--- src/rtl/cmp_persist_monitor.sv ---
// Persistence filter for a one-hot lesser/greater/equal comparator stream.
// A new status is accepted only after PERSIST consecutive agreeing valid samples;
// upward/downward crossings are counted (saturating) and malformed samples are flagged.
module cmp_persist_monitor #(
  parameter int unsigned PERSIST = 4,
  parameter int unsigned CNT_W   = 8
) (
  input  logic             clk,
  input  logic             rst_n,
  input  logic             in_valid,
  input  logic             lesser,
  input  logic             greater,
  input  logic             equal,
  input  logic             clear,
  output logic [1:0]       state_o,
  output logic             cross_pulse,
  output logic [CNT_W-1:0] up_cnt,
  output logic [CNT_W-1:0] down_cnt,
  output logic             err_o
);

  typedef enum logic [1:0] {
    StEqual   = 2'b00,
    StLess    = 2'b01,
    StGreater = 2'b10
  } status_e;

  localparam logic [8:0]       PersistLen = 9'(PERSIST);
  localparam logic [CNT_W-1:0] CntMax     = '1;
  localparam logic [CNT_W-1:0] CntOne     = CNT_W'(1);

  // Rank order LESS < EQUAL < GREATER decides the crossing direction.
  function automatic logic [1:0] rank(status_e s);
    case (s)
      StLess:    rank = 2'd0;
      StEqual:   rank = 2'd1;
      StGreater: rank = 2'd2;
      default:   rank = 2'd1;
    endcase
  endfunction

  status_e          state_q, state_d;
  status_e          cand_q, cand_d;
  status_e          sample;
  logic [7:0]       cnt_q, cnt_d;
  logic [8:0]       run_len;
  logic             onehot, well, malformed, trans;
  logic             pulse_q, pulse_d;
  logic [CNT_W-1:0] up_q, up_d, down_q, down_d;
  logic             err_q, err_d;

  // Classify the incoming sample; odd parity minus all-three-set is exactly one-hot.
  always_comb begin
    onehot    = (lesser ^ greater ^ equal) & ~(lesser & greater & equal);
    well      = in_valid & onehot;
    malformed = in_valid & ~onehot;
    if (lesser) begin
      sample = StLess;
    end else if (greater) begin
      sample = StGreater;
    end else begin
      sample = StEqual;
    end
  end

  // State register: filter state, persist run, counters and sticky error.
  always_ff @(posedge clk or negedge rst_n) begin
    if (!rst_n) begin
      state_q <= StEqual;
      cand_q  <= StEqual;
      cnt_q   <= '0;
      pulse_q <= 1'b0;
      up_q    <= '0;
      down_q  <= '0;
      err_q   <= 1'b0;
    end else begin
      state_q <= state_d;
      cand_q  <= cand_d;
      cnt_q   <= cnt_d;
      pulse_q <= pulse_d;
      up_q    <= up_d;
      down_q  <= down_d;
      err_q   <= err_d;
    end
  end

  // Next-state: extend or restart the candidate run and decide on a transition.
  always_comb begin
    state_d = state_q;
    cand_d  = cand_q;
    cnt_d   = cnt_q;
    trans   = 1'b0;
    // A sample that differs from the candidate starts a fresh run of length 1.
    run_len = (sample == cand_q) ? ({1'b0, cnt_q} + 9'd1) : 9'd1;
    if (well) begin
      if (sample == state_q) begin
        cnt_d  = '0;
        cand_d = sample;
      end else begin
        cand_d = sample;
        if (run_len == PersistLen) begin
          state_d = sample;
          cnt_d   = '0;
          trans   = 1'b1;
        end else begin
          cnt_d = run_len[7:0];
        end
      end
    end
  end

  // Next-state for crossing pulse, saturating counters and sticky error; clear wins.
  always_comb begin
    pulse_d = trans;
    up_d    = up_q;
    down_d  = down_q;
    if (trans) begin
      if (rank(state_d) > rank(state_q)) begin
        if (up_q != CntMax) up_d = up_q + CntOne;
      end else begin
        if (down_q != CntMax) down_d = down_q + CntOne;
      end
    end
    err_d = err_q | malformed;
    if (clear) begin
      up_d   = '0;
      down_d = '0;
      err_d  = 1'b0;
    end
  end

  // Outputs come straight from registers.
  always_comb begin
    state_o     = state_q;
    cross_pulse = pulse_q;
    up_cnt      = up_q;
    down_cnt    = down_q;
    err_o       = err_q;
  end

endmodule

--- config.mk ---
export PLATFORM = sky130hd
export DESIGN_NAME = cmp_persist_monitor
export DESIGN_NICKNAME = d
export VERILOG_FILES = /design/src/rtl/cmp_persist_monitor.sv
export SDC_FILE = /design/constraint.sdc
export NUM_CORES = 1
export LEC_CHECK = 0
export CAP_MARGIN = 20
export CORE_UTILIZATION = 29
export DETAILED_ROUTE_END_ITERATION = 8
export MAX_ROUTING_LAYER = met4
export RECOVER_POWER = 25
export SETUP_SLACK_MARGIN = 0.5
export SLEW_MARGIN = 20
export SYNTH_ARGS = -nofsm -noshare
export SYNTH_HDL_FRONTEND = slang
export SYNTH_SLANG_ARGS = --single-unit
--- constraint.sdc ---
create_clock -name clk -period 8 [get_ports clk]
set_input_delay 2.4 -clock clk [delete_from_list [all_inputs] [get_ports clk]]
set_output_delay 2.4 -clock clk [all_outputs]
set_load 0.05 [all_outputs]
== After elaboration in Yosys (flattened, before gate mapping) ==
Cells that the tools add are included.
Widths: inputs -> output; s select.
Storage, ports and cells
  register bits: 30
  output and inout bits: 20
  logic and storage cells: 61
Cells by class
  add/sub/neg operators: 3
  magnitude comparators: 1
  equal/unequal tests: 10
  mux-type cells: 24
  bitwise logic cells: 10
  reduce and logical (&&, ||, !) cells: 6
Operators with widths (number)
  $mux 8: 10
  $add 8x1->8 const B: 2
  $ne 8x8->1 const B: 2
  $mux 2: 7
  $add 8x1->9 const B: 1
  $eq 9x3->1 const B: 1
  $mux 9: 1
  $pmux 2 s2: 2
  $reduce_bool 2->1: 4
  $reduce_and 3->1: 2
  $and 1x1->1: 5
  $eq 2x1->1 const B: 2
  $eq 2x2->1: 2
  $eq 2x2->1 const B: 2
  $mux 1: 4
  $gt 2x2->1: 1
  $ne 2x2->1 const B: 1
  $not 1->1: 2
  $xor 1x1->1: 2
  $or 1x1->1: 1

== Logic depth before layout (Yosys ltp) ==
  depth after elaboration: 15
  gate-level depth with buffers: 17
  depth with buffers taken out: 15

== Worst setup path before layout ==
No wires, ideal clock.
  path type: input to register
  start point: input lesser
  end point: register down_q[5] (netlist: down_cnt[5])
  setup time: 0.078 ns
  arrival time: 5.657 ns
  data required time: 7.922 ns
  setup slack: 2.265 ns
  cell stages on the path: 15
  cell sequence: inv_1 ha_1 xnor2_1 and3_1 o2111ai_2 buf_6 nor2_1 mux2_2 ha_1 ha_1 nor2b_1 o21ai_0 nand3_1 or4_1 a21oi_1
Between the ends
  word-level cells in the longest chain between the ends: 13
  elaborated cells on any way between the ends: 26
RTL lines
  start, declared: line 11  | input logic lesser,
  $mux 2 *: line 57  | if (lesser) begin
  via sample[1]: line 44  | status_e sample;
  $eq 2x2->1: line 94  | run_len = (sample == cand_q) ? ({1'b0, cnt_q} + 9'd1) : 9'd1;
  $mux 9: line 94
  $eq 9x3->1: line 101  | if (run_len == PersistLen) begin
  $mux 2: line 101
  $mux 2 *: line 96  | if (sample == state_q) begin
  $mux 2 *: line 95  | if (well) begin
  via state_d[1]: line 42  | status_e state_q, state_d;
  $eq 2x2->1 or $eq 2x1->1 (tied branches): line 34  | case (s)
  $pmux 2 s2 *: line 34
  $mux 2 *: line 117  | if (trans) begin
  $gt 2x2->1 *: line 118  | if (rank(state_d) > rank(state_q)) begin
  $ne 2x2->1 (no line) *
  $reduce_and 3->1 (no line) *
  end signal, assigned: line 82  | down_q <= down_d;
  end, declared: line 49  | logic [CNT_W-1:0] up_q, up_d, down_q, down_d;
The timed path passes the listed nets; every way through them passes the cells marked *. The select of a mux whose other input is x is not followed.
A chain may end at the register's enable or synchronous reset.

== Worst setup path in the final report ==
Same ends and word-level chain as after synthesis.

==> flow_summary.json <==
{
  "worstSkewPairLatency_ns": 0.28,
  "drt-initial-drc-count": 67,
  "synth.largest_area_cell": "dfrtp_1",
  "setup_tns_ns": 0,
  "reg2reg_to": "down_cnt[5]$_DFFE_PN0P_",
  "layout_setup_ws_ns": 1.54,
  "rsz0062_at_grt": "false",
  "critPathMaxFanout": 9,
  "rrSetupSlack_ns": 3.71,
  "final_cells": 301,
  "pre_cts_ws_ns": 1.23,
  "drc": 0,
  "drive_above_1_share_pct": 7.52,
  "die_h_um": 81.8,
  "wl_per_cell_um": 14.0,
  "grt_pass1_wl_um": 7100,
  "dieArea_mm2": 0.00670,
  "drv_cap": 1,
  "die_w_um": 81.8,
  "ant_nets": 0,
  "use_met1_pct": 17.0,
  "cts-resized-gates": 0,
  "synth_cell_type_count": 42,
  "finalHoldViolCount": 0,
  "worstReg2RegStart": "cnt_q[0]$_DFFE_PN0P_",
  "cts_tree": "built",
  "numCtsBuffers": 5,
  "yosysMostFrequentCell": "dfrtp_1",
  "viasPerCell": 5.28,
  "hold_start": "cnt_q[5]$_DFFE_PN0P_",
  "hold_buffers": 0,
  "finalNetCount": 241,
  "synth_nets": 216,
  "worstPathRequired_ns": 8.19,
  "grt_usage_pct": 14.0,
  "synth_edf_count": 0,
  "portBuffers": 26,
  "timing.fmax_ghz": 0.155,
  "synth_area_leaders": "dfrtp_1 41%, ha_1 6.1%, o31ai_1 4.9%, a21oi_1 4.1%, or4_1 3.2%",
  "overflow": 0,
  "p_per_area_mw_per_mm2": 159,
  "grt_max_degree": 32,
  "cts_sinks": 30,
  "peakVddDrop_mv": 0.0896,
  "synthArstFlopShare_pct": 100,
  "diodes": 0,
  "p_total_uw": 358,
  "area_growth_pct": 22.0,
  "critPathLaunchType": "primary input",
  "drt_pass1_iterations": 4,
  "dp_cells": 293,
  "wl_um": 4230,
  "violations": "capacitance limit, slew limit",
  "mappedNetlistArea_mm2": 0.00185,
  "synth_seq_area_share_pct": 40.6,
  "start_util_pct": 30.7,
  "pin_count": 27,
  "post-route-min-period_ns": 6.46,
  "antenna_found_initial": 0,
  "use_met2_pct": 23.7,
  "grt-busiest-layer": "met2",
  "end_kind": "flop",
  "cp.arrival_ns": 6.64,
  "core_mm2": 0.00603,
  "status": "complete, but fails checks",
  "period_share_pct": 80.7,
  "ys_seq_elements": 30,
  "power.leakage_nw": 0.901,
  "skew_ns": 0.00643,
  "worstSetupPathType": "primary input to flop",
  "yosys_warnings": 0,
  "hold_depth": 1,
  "clk_path_buf_depth": 2,
  "slew_viol_final": 31,
  "synth_common_cells": "30 x dfrtp_1, 15 x a21oi_1, 13 x nor2_1",
  "fin_util_pct": 37.4,
  "hpwl_um": 2900,
  "syn_inst": 200,
  "synth_ff_type": "dfrtp_1",
  "use_met3_pct": 2.89,
  "r2r_cells": 13,
  "root_buffer": "clkbuf_8",
  "first_global_vias": 1554,
  "fp-row-count": 28,
  "syn_avg_cell_area_um2": 9.24,
  "worst_pin_slew_ns": 1.73,
  "hold_class": "flop to flop",
  "synth_top_area_share_pct": 40.6,
  "setup_violations": 0,
  "holdPathEnd": "cnt_q[5]$_DFFE_PN0P_",
  "htree_levels": 2,
  "postCtsSetupBuffers": 0,
  "slew_headroom_pct": -15.1,
  "vias": 1590,
  "gp_congestion": 0.744,
  "clk_pin_slew_ns": 0.07
}
kinds of logic (layout without fill, tap and decap cells):
logic type / count (synthesis) / in the layout / synth area share (%)
simple gates: 75 / 75 / 22.1
buf+inv: 19 / 45 / 4.74
xor+xnor: 6 / 6 / 2.84
flops: 30 / 30 / 40.6
fa+ha+maj: 9 / 9 / 6.09
compound gates: 53 / 53 / 19.0
mux: 8 / 8 / 4.60
cells in the final DEF, fill, tap and decap left out, drive strengths merged, types with 2 or more instances in the layout:
| cell | synthesis | layout |
|---|---|---|
| a21oi | 15 | 15 |
| and3 | 6 | 6 |
| buf | 3 | 2 |
| clkbuf | 8 | 8 |
| clkdlybuf4s50 | 0 | 25 |
| dfrtp | 30 | 30 |
| ha | 9 | 9 |
| inv | 8 | 8 |
| mux2 | 4 | 4 |
| mux2i | 4 | 4 |
| nand2 | 12 | 12 |
| nand2b | 2 | 2 |
| nand3 | 10 | 10 |
| nand4 | 7 | 7 |
| nor2 | 13 | 13 |
| nor2b | 3 | 3 |
| nor3 | 2 | 2 |
| o21a | 2 | 2 |
| o21ai | 12 | 12 |
| o31ai | 12 | 12 |
| o41ai | 2 | 2 |
| or3 | 6 | 6 |
| or4 | 8 | 8 |
| xnor2 | 4 | 4 |
| xor2 | 2 | 2 |
where the power goes:
group	total, mW	switching [mW]	internal [mW]
Sequential	0.171	0.0112	0.160
Combinational	0.0608	0.0356	0.0252
Clock	0.127	0.0575	0.0694
worst max-delay path by stage:
stage / start / endpoint / slack [ns] / depth (start not counted)
3_5_place_dp: lesser / down_cnt[7]$_DFFE_PN0P_ / 1.23 / 15
6_report: lesser / down_cnt[5]$_DFFE_PN0P_ / 1.54 / 15
5_1_grt: lesser / down_cnt[7]$_DFFE_PN0P_ / 1.27 / 15
2_1_floorplan: lesser / down_cnt[5]$_DFFE_PN0P_ / 2.27 / 15
3_3_place_gp: lesser / down_cnt[5]$_DFFE_PN0P_ / 1.47 / 15
4_1_cts: lesser / down_cnt[7]$_DFFE_PN0P_ / 1.54 / 15
layout make-up:
cell class                 count  area, µm²
timing repair buffer          29        279
tap                           75       93.8
inverter                       8       30.0
clock buffer                   7       86.3
multi-input combinational    151       1010
sequential                    30        751
clock inverter                 1       5.00
fill                         632       3770
metal layers:
metal  vias up  routed length (µm)
met5         -                   0
li1        800                   -
met3         5                 132
met4         0                  36
met1       764                2030
met2        21                2030
stage by stage:
step                      instance area, µm²  hold WS, ns
after global placement                  2170        0.504
after global routing                    2250        0.540
final                                   2250        0.519
after detailed placement                2170        0.509
after floorplan                         1850        0.470
after CTS                               2260        0.518
sequential cells by signal, indices dropped and copies added, names as in the netlist:
signal / flops
cnt_q: 8
down_cnt: 8
up_cnt: 8
cand_q: 2
state_o: 2
cross_pulse: 1
err_o: 1
worst max-delay path, cell delays in order:
cell and delay, ns:
clkdlybuf4s50_1 0.60, inv_1 0.11, ha_1 0.27, xnor2_1 0.23, and3_1 0.23, o2111ai_2 0.14
nor2_1 0.25, mux2_2 0.39, ha_1 0.20, ha_1 0.30, nor2b_1 0.14, o21ai_0 0.32
nand3_1 0.35, or4_1 0.55, a21oi_1 0.16
(Power assumes the default switching activity.)
